### src/rtl/cpu_controller_pkg.sv
// Shared types and constants for the instruction controller.
// Contents: FSM state enum, opcode/op field values, ALU operation encodings,
// and the sign-extension helper for the 8-bit immediate.
package cpu_pkg;

    typedef enum logic [2:0] {
        S_WAIT,
        S_DECODE,
        S_GETA,
        S_GETB,
        S_ALU,
        S_WREG,
        S_WIMM
    } state_e;

    // Instruction class in IR[15:13]
    localparam logic [2:0] OPC_MOV = 3'b110;
    localparam logic [2:0] OPC_ALU = 3'b101;

    // Sub-operation in IR[12:11]; meaning depends on the opcode
    localparam logic [1:0] OP_ADD  = 2'b00;
    localparam logic [1:0] OP_CMP  = 2'b01;
    localparam logic [1:0] OP_AND  = 2'b10;
    localparam logic [1:0] OP_MVN  = 2'b11;
    localparam logic [1:0] OP_MOVI = 2'b10;
    localparam logic [1:0] OP_MOVR = 2'b00;

    // ALU operation codes driven on ALUop
    typedef enum logic [1:0] {
        ALUOP_ADD  = 2'b00,
        ALUOP_SUB  = 2'b01,
        ALUOP_AND  = 2'b10,
        ALUOP_NOTB = 2'b11
    } alu_op_e;

    function automatic logic [15:0] sext8(input logic [7:0] imm);
        return {{8{imm[7]}}, imm};
    endfunction

endpackage

### src/rtl/cpu_controller_if.sv
// Control bundle between host, controller and datapath.
// Host side: s, load, in (to controller); w, err (from controller).
// Datapath side: register enables, selects, indices, shift, ALUop, datapath_in.
interface cpu_controller_if;
    logic        s;
    logic        load;
    logic [15:0] in;
    logic        w;
    logic        err;
    logic        vsel;
    logic        loada;
    logic        loadb;
    logic        loadc;
    logic        loads;
    logic        write;
    logic        asel;
    logic        bsel;
    logic [2:0]  readnum;
    logic [2:0]  writenum;
    logic [1:0]  shift;
    logic [1:0]  ALUop;
    logic [15:0] datapath_in;

    // Controller view: consumes host commands, drives every datapath control.
    modport master (
        input  s, load, in,
        output w, err, vsel, loada, loadb, loadc, loads, write,
        output asel, bsel, readnum, writenum, shift, ALUop, datapath_in
    );

    // Host/datapath view.
    modport slave (
        output s, load, in,
        input  w, err, vsel, loada, loadb, loadc, loads, write,
        input  asel, bsel, readnum, writenum, shift, ALUop, datapath_in
    );
endinterface

### src/rtl/cpu_controller_decoder.sv
// Combinational field extraction from the instruction register.
// Ports: ir_i (16-bit IR) -> opcode, op, register indices, shift, sximm8,
// and an illegal flag for encodings outside the supported instruction set.
module instr_decoder
    import cpu_pkg::*;
(
    input  logic [15:0] ir_i,
    output logic [2:0]  opcode_o,
    output logic [1:0]  op_o,
    output logic [2:0]  rn_o,
    output logic [2:0]  rd_o,
    output logic [2:0]  rm_o,
    output logic [1:0]  shift_o,
    output logic [15:0] sximm8_o,
    output logic        illegal_o
);

    assign opcode_o = ir_i[15:13];
    assign op_o     = ir_i[12:11];
    assign rn_o     = ir_i[10:8];
    assign rd_o     = ir_i[7:5];
    assign shift_o  = ir_i[4:3];
    assign rm_o     = ir_i[2:0];
    assign sximm8_o = sext8(ir_i[7:0]);

    // Every op of the ALU class is legal; MOV only has the imm and reg forms.
    always_comb begin
        illegal_o = 1'b1;
        if (opcode_o == OPC_ALU)
            illegal_o = 1'b0;
        else if (opcode_o == OPC_MOV && (op_o == OP_MOVI || op_o == OP_MOVR))
            illegal_o = 1'b0;
    end

endmodule

### src/rtl/cpu_controller.sv
// Instruction register + sequencing FSM driving the register-file/ALU datapath.
// Ports: clk, reset (async, active-high); bus (master modport): s/load/in from
// the host, w/err status, and all datapath control outputs (Moore-decoded).
module cpu_controller
    import cpu_pkg::*;
(
    input  logic              clk,
    input  logic              reset,
    cpu_controller_if.master  bus
);

    state_e      state_q;
    logic [15:0] ir_q;
    logic        err_q;

    logic [2:0]  opcode;
    logic [1:0]  op;
    logic [2:0]  rn, rd, rm;
    logic [1:0]  shift;
    logic [15:0] sximm8;
    logic        illegal;

    instr_decoder u_dec (
        .ir_i      (ir_q),
        .opcode_o  (opcode),
        .op_o      (op),
        .rn_o      (rn),
        .rd_o      (rd),
        .rm_o      (rm),
        .shift_o   (shift),
        .sximm8_o  (sximm8),
        .illegal_o (illegal)
    );

    logic is_movi, is_movr, is_mvn, is_cmp;
    assign is_movi = (opcode == OPC_MOV) && (op == OP_MOVI);
    assign is_movr = (opcode == OPC_MOV) && (op == OP_MOVR);
    assign is_mvn  = (opcode == OPC_ALU) && (op == OP_MVN);
    assign is_cmp  = (opcode == OPC_ALU) && (op == OP_CMP);

    always_ff @(posedge clk or posedge reset) begin
        if (reset) begin
            state_q <= S_WAIT;
            ir_q    <= '0;
            err_q   <= 1'b0;
        end else begin
            // IR is only writable while idle; a simultaneous s sees the new
            // word because DECODE evaluates IR one cycle later.
            if (state_q == S_WAIT && bus.load)
                ir_q <= bus.in;

            case (state_q)
                S_WAIT: begin
                    if (bus.s) begin
                        state_q <= S_DECODE;
                        err_q   <= 1'b0;
                    end
                end
                S_DECODE: begin
                    if (illegal) begin
                        state_q <= S_WAIT;
                        err_q   <= 1'b1;
                    end else if (is_movi) begin
                        state_q <= S_WIMM;
                    end else if (is_movr || is_mvn) begin
                        // Single-operand forms skip the A read.
                        state_q <= S_GETB;
                    end else begin
                        state_q <= S_GETA;
                    end
                end
                S_GETA:  state_q <= S_GETB;
                S_GETB:  state_q <= S_ALU;
                S_ALU:   state_q <= is_cmp ? S_WAIT : S_WREG;
                S_WREG:  state_q <= S_WAIT;
                S_WIMM:  state_q <= S_WAIT;
                default: state_q <= S_WAIT;
            endcase
        end
    end

    always_comb begin
        bus.w           = (state_q == S_WAIT);
        bus.err         = err_q;
        bus.vsel        = 1'b0;
        bus.loada       = 1'b0;
        bus.loadb       = 1'b0;
        bus.loadc       = 1'b0;
        bus.loads       = 1'b0;
        bus.write       = 1'b0;
        bus.asel        = 1'b0;
        bus.bsel        = 1'b0;
        bus.readnum     = 3'd0;
        bus.writenum    = 3'd0;
        bus.shift       = 2'd0;
        bus.ALUop       = 2'd0;
        bus.datapath_in = sximm8;

        case (state_q)
            S_GETA: begin
                bus.readnum = rn;
                bus.loada   = 1'b1;
            end
            S_GETB: begin
                bus.readnum = rm;
                bus.loadb   = 1'b1;
                bus.shift   = shift;
            end
            S_ALU: begin
                // Shift stays valid so the shifted B reaches the ALU this cycle.
                bus.shift = shift;
                bus.asel  = is_movr || is_mvn;
                // MOV reg is computed as 0 + shifted B.
                bus.ALUop = is_movr ? ALUOP_ADD : op;
                if (is_cmp)
                    bus.loads = 1'b1;
                else
                    bus.loadc = 1'b1;
            end
            S_WREG: begin
                bus.write    = 1'b1;
                bus.writenum = rd;
                bus.vsel     = 1'b0;
            end
            S_WIMM: begin
                bus.write    = 1'b1;
                bus.writenum = rn;
                bus.vsel     = 1'b1;
            end
            default: ;
        endcase
    end

endmodule

### src/flat_wrapper.sv
// flat-port wrapper written by rule: the top's interface ports become plain ports
module cpu_controller_flat import cpu_pkg::*;
  (clk, reset, bus_s, bus_load, bus_in, bus_w, bus_err, bus_vsel, bus_loada, bus_loadb, bus_loadc, bus_loads, bus_write, bus_asel, bus_bsel, bus_readnum, bus_writenum, bus_shift, bus_ALUop, bus_datapath_in);
  cpu_controller_if bus_i ();
  input  logic clk;
  input  logic reset;
  input wire logic [$bits(bus_i.s)-1:0] bus_s;
  input wire logic [$bits(bus_i.load)-1:0] bus_load;
  input wire logic [$bits(bus_i.in)-1:0] bus_in;
  output wire logic [$bits(bus_i.w)-1:0] bus_w;
  output wire logic [$bits(bus_i.err)-1:0] bus_err;
  output wire logic [$bits(bus_i.vsel)-1:0] bus_vsel;
  output wire logic [$bits(bus_i.loada)-1:0] bus_loada;
  output wire logic [$bits(bus_i.loadb)-1:0] bus_loadb;
  output wire logic [$bits(bus_i.loadc)-1:0] bus_loadc;
  output wire logic [$bits(bus_i.loads)-1:0] bus_loads;
  output wire logic [$bits(bus_i.write)-1:0] bus_write;
  output wire logic [$bits(bus_i.asel)-1:0] bus_asel;
  output wire logic [$bits(bus_i.bsel)-1:0] bus_bsel;
  output wire logic [$bits(bus_i.readnum)-1:0] bus_readnum;
  output wire logic [$bits(bus_i.writenum)-1:0] bus_writenum;
  output wire logic [$bits(bus_i.shift)-1:0] bus_shift;
  output wire logic [$bits(bus_i.ALUop)-1:0] bus_ALUop;
  output wire logic [$bits(bus_i.datapath_in)-1:0] bus_datapath_in;
  assign bus_i.s = bus_s;
  assign bus_i.load = bus_load;
  assign bus_i.in = bus_in;
  assign bus_w = bus_i.w;
  assign bus_err = bus_i.err;
  assign bus_vsel = bus_i.vsel;
  assign bus_loada = bus_i.loada;
  assign bus_loadb = bus_i.loadb;
  assign bus_loadc = bus_i.loadc;
  assign bus_loads = bus_i.loads;
  assign bus_write = bus_i.write;
  assign bus_asel = bus_i.asel;
  assign bus_bsel = bus_i.bsel;
  assign bus_readnum = bus_i.readnum;
  assign bus_writenum = bus_i.writenum;
  assign bus_shift = bus_i.shift;
  assign bus_ALUop = bus_i.ALUop;
  assign bus_datapath_in = bus_i.datapath_in;
  cpu_controller u_core (.clk(clk), .reset(reset), .bus(bus_i));
endmodule
### config.mk
export PLATFORM = sky130hd
export DESIGN_NAME = cpu_controller_flat
export DESIGN_NICKNAME = d
export VERILOG_FILES = /design/src/rtl/cpu_controller_pkg.sv /design/src/rtl/cpu_controller_if.sv /design/src/rtl/cpu_controller_decoder.sv /design/src/rtl/cpu_controller.sv /design/src/flat_wrapper.sv
export SDC_FILE = /design/constraint.sdc
export NUM_CORES = 1
export LEC_CHECK = 0
export CORE_AREA = 2 2 56 58
export DETAILED_ROUTE_END_ITERATION = 6
export DIE_AREA = 0 0 58 60
export PLACE_DENSITY = 0.86
export SKIP_LAST_GASP = 1
export SYNTH_ARGS = -nofsm -noshare
export SYNTH_HDL_FRONTEND = slang
export SYNTH_SLANG_ARGS = --single-unit
### constraint.sdc
create_clock -name clk -period 2.8 [get_ports clk]
set_input_delay 0.56 -clock clk [delete_from_list [all_inputs] [get_ports clk]]
set_output_delay 0.56 -clock clk [all_outputs]
set_load 0.01 [all_outputs]
==> qor.csv <==
metric;value;unit
netSwitchingFraction;35.5;%
die_x;58;microns
wire_per_inst;15.1;microns
leakage;0.673;nW
detail_route.drc_violations;0;
synth_nets;128;
yosys.cell_types.count;32;
status;complete, no violations;
worstHoldPathType;reg -> reg;
p_int;0.00106;W
ctsRootBufferMaster;sky130_fd_sc_hd__clkbuf_4;
ios;56;
regToRegSetupSlack;1160;ps
drtPass1Iterations;4;
critPathCaptureType;output pin;
number_of_global_route_vias_before_repair;871;
max-cap-violations;0;
cellPowerDensity;983;nW/um^2
fin_nets;165;
skew;8.59;ps
detailroute.via_count;915;
synth.largest_area_cell;sky130_fd_sc_hd__dfrtp_1;
initial_utilization;42.4;%
max_slew_margin;49.7;%
startpoint;u_core.state_q[1]$_DFFE_PP0N_;
routabilityCongestion;0.814;
syn_avg_cell_area;11.4;sq um
dp_slack;372;ps
synthDominantCellAreaShare;40.7;%
required;2240;ps
max_clock_freq;371;MHz
max_transition_viols_final;0;
power.net_switching;0.000582;W
worstPathArrival;2130;ps
floorplan.die_area;3480;sq um
synth.area.top_cells;sky130_fd_sc_hd__dfrtp_1, sky130_fd_sc_hd__mux2_4, sky130_fd_sc_hd__buf_4, sky130_fd_sc_hd__mux2_2, sky130_fd_sc_hd__nor2b_1;
postLayoutCellArea;1670;sq um
commonest_non_fill_non_tap_cells_in_the_layout;sky130_fd_sc_hd__clkdlybuf4s50_1, sky130_fd_sc_hd__dfrtp_1, sky130_fd_sc_hd__mux2_4, sky130_fd_sc_hd__nor2b_1, sky130_fd_sc_hd__mux2_2;
worst_path_largest_cell_delay;580;ps
netlist_area;1230;sq um
cts_made_buffers;3;
hold_violations;0;
yosys_register_bits;20;
max_h_tree_level;1;
pwr-share-comb;52.5;%
synth_warnings;0;
report.power.total;0.00164;W
regToRegStartpoint;u_core.state_q[0]$_DFFE_PP0N_;
worst_ir_drop_vdd;0.000600;V
detailed_place_hpwl;2060;microns
first_iter_violations;11;
hold_buffers;0;
layout-area-overhead-vs-synth;35.7;%
cts_tree;built;
min_period_over_period;96.2;%
first_pass_grt_wire_length;4140;microns
postLayoutSetupSlackWorst;106;ps
worstRegToRegCells;3;
cts.sinks;20;
overflow;0;
gr-usage-all-layers;16.0;%
routed_via_density;5.17;
final-setup-viol-count;0;
netlist_instances;108;
seqPwrFrac;37.1;%
grt_max_degree;21;
cpMaxStageDelayCell;sky130_fd_sc_hd__dfrtp_1;
die_height;60;microns
cts.reportedPaths.clkPinSlew;110;ps
io_buffer_count;54;
clock_insertion_delay_worst_skew;310;ps
crit_path_start_kind;flop;
detail-route-antenna-nets;0;
setup.worst_path.end;bus_readnum[0];
share_of_post_route_cells_with_drive_strength_above_1;17.4;%
number_of_antenna_violations_at_the_first_check_in_global_routing;0;
layout.cells.most_common;sky130_fd_sc_hd__clkdlybuf4s50_1;
cts_max_path_buffers;2;
placeableCoreArea;2900;sq um
crit_chain;inv_1, nor3_2, a22o_1, clkdlybuf4s50_1;
num_rows;20;
period_minus_slack;2690;ps
clkPwrFrac;10.5;%
ys_seq_area_share;40.7;%
antennaDiodeCount;0;
crit_type;reg -> out;
critical_path.max_fanout;10;
drt-total-wl;2660;microns
post_place_instance_area;1630;sq um
rr_endpoint;u_core.ir_q[10]$_DFFE_PP0P_;
timing_worst_slew_pin_value;754;ps
-- worst min-delay path by stage --
stage                                           start                     endpoint  slack, ps  cells past startpoint
final                      u_core.ir_q[4]$_DFFE_PP0P_   u_core.ir_q[4]$_DFFE_PP0P_        560                      1
after global routing       u_core.ir_q[1]$_DFFE_PP0P_   u_core.ir_q[1]$_DFFE_PP0P_        590                      1
after CTS                  u_core.ir_q[4]$_DFFE_PP0P_   u_core.ir_q[4]$_DFFE_PP0P_        560                      1
after detailed placement   u_core.ir_q[5]$_DFFE_PP0P_   u_core.ir_q[5]$_DFFE_PP0P_        530                      1
after global placement     u_core.ir_q[0]$_DFFE_PP0P_   u_core.ir_q[0]$_DFFE_PP0P_        520                      1
after floorplan           u_core.ir_q[10]$_DFFE_PP0P_  u_core.ir_q[10]$_DFFE_PP0P_        500                      1
-- cells in the mapped netlist --
cell type and instances:
sky130_fd_sc_hd__buf_6 1, sky130_fd_sc_hd__mux2_2 6, sky130_fd_sc_hd__a22o_1 3, sky130_fd_sc_hd__a22oi_1 3, sky130_fd_sc_hd__nand4b_1 1, sky130_fd_sc_hd__buf_2 1, sky130_fd_sc_hd__nand2b_1 1, sky130_fd_sc_hd__nor3b_2 1
sky130_fd_sc_hd__a31oi_1 1, sky130_fd_sc_hd__and2_4 1, sky130_fd_sc_hd__a221o_1 1, sky130_fd_sc_hd__a21boi_0 1, sky130_fd_sc_hd__dfrtp_1 20, sky130_fd_sc_hd__nor2_1 6, sky130_fd_sc_hd__o211ai_1 1, sky130_fd_sc_hd__buf_4 18
sky130_fd_sc_hd__conb_1 1, sky130_fd_sc_hd__and2_1 3, sky130_fd_sc_hd__and4b_1 1, sky130_fd_sc_hd__buf_12 1, sky130_fd_sc_hd__nor3_4 1, sky130_fd_sc_hd__o21a_1 3, sky130_fd_sc_hd__o21bai_1 1, sky130_fd_sc_hd__o21ai_0 5
sky130_fd_sc_hd__nand2_1 2, sky130_fd_sc_hd__nor3b_1 1, sky130_fd_sc_hd__nor4b_1 1, sky130_fd_sc_hd__inv_1 3, sky130_fd_sc_hd__buf_8 1, sky130_fd_sc_hd__nor2b_1 6, sky130_fd_sc_hd__mux2_4 10, sky130_fd_sc_hd__nor3_1 2
-- kinds of logic (layout without fill, tap and decap cells) --
family          Yosys count  count (layout)  share of synthesized area (%)
other cells               1               1                          0.305
simple gates             27              27                           14.2
mux                      16              16                           17.7
flops                    20              20                           40.7
buf+inv                  25              61                           16.1
compound gates           19              19                           11.0
-- worst max-delay path: cells and delay by family (launching register included) --
kind                   cells  cell delay (ps)
AO/OA/AOI/OAI              1              220
buffers and inverters      2              670
AND/OR/NAND/NOR            1              350
flip-flops                 1              580
-- per-stage QoR --
| stage | TNS [ps] | utilization [%] | hold slack [ps] | cells |
|---|---|---|---|---|
| final | 0 | 57.5 | 557 | 177 |
| after floorplan | 0 | - | 505 | 108 |
| after global placement | 0 | 56.0 | 522 | 173 |
| after global routing | -9.18 | 57.5 | 587 | 177 |
| after detailed placement | 0 | 56.0 | 529 | 173 |
| after CTS | 0 | 57.2 | 560 | 177 |
-- power groups by stage --
stage,clock network [W],registers [W],logic [W]
floorplan,0,0.000541,0.000711
global placement,0,0.000598,0.000843
detailed placement,0,0.000613,0.000865
CTS,0.000176,0.000607,0.000868
global route,0.000185,0.000636,0.000923
finish,0.000172,0.000608,0.000861
-- final cells by class --
| cell class | count | area, sq um |
|---|---|---|
| flip-flops and latches | 20 | 500 |
| inverters | 3 | 11.3 |
| well taps | 33 | 41.3 |
| fillers | 240 | 1230 |
| clock buffers | 4 | 36.3 |
| repair buffers | 54 | 541 |
| multi-input cells | 63 | 539 |
-- registers in the layout, summed over array words and instances (netlist names) --
register / count
u_core.bus.err: 1
u_core.state_q: 3
u_core.ir_q: 16
-- metal layers --
| layer | part of all wire (%) | vias to the layer above | GRT usage [%] |
|---|---|---|---|
| met1 | 41 | 444 | 18.6 |
| met2 | 54 | 36 | 29.9 |
| met4 | 1.4 | 0 | 5.98 |
| li1 | - | 429 | - |
| met5 | 0 | - | 0 |
| met3 | 4.2 | 6 | 2.16 |
-- what timing repair did --
item	CTS	global route
endpoints found under the hold margin	0	0
setup buffers	0	0
resized for setup	0	2
endpoints found under the setup margin	0	4
Note: power is estimated with default switching activity, not from simulation.
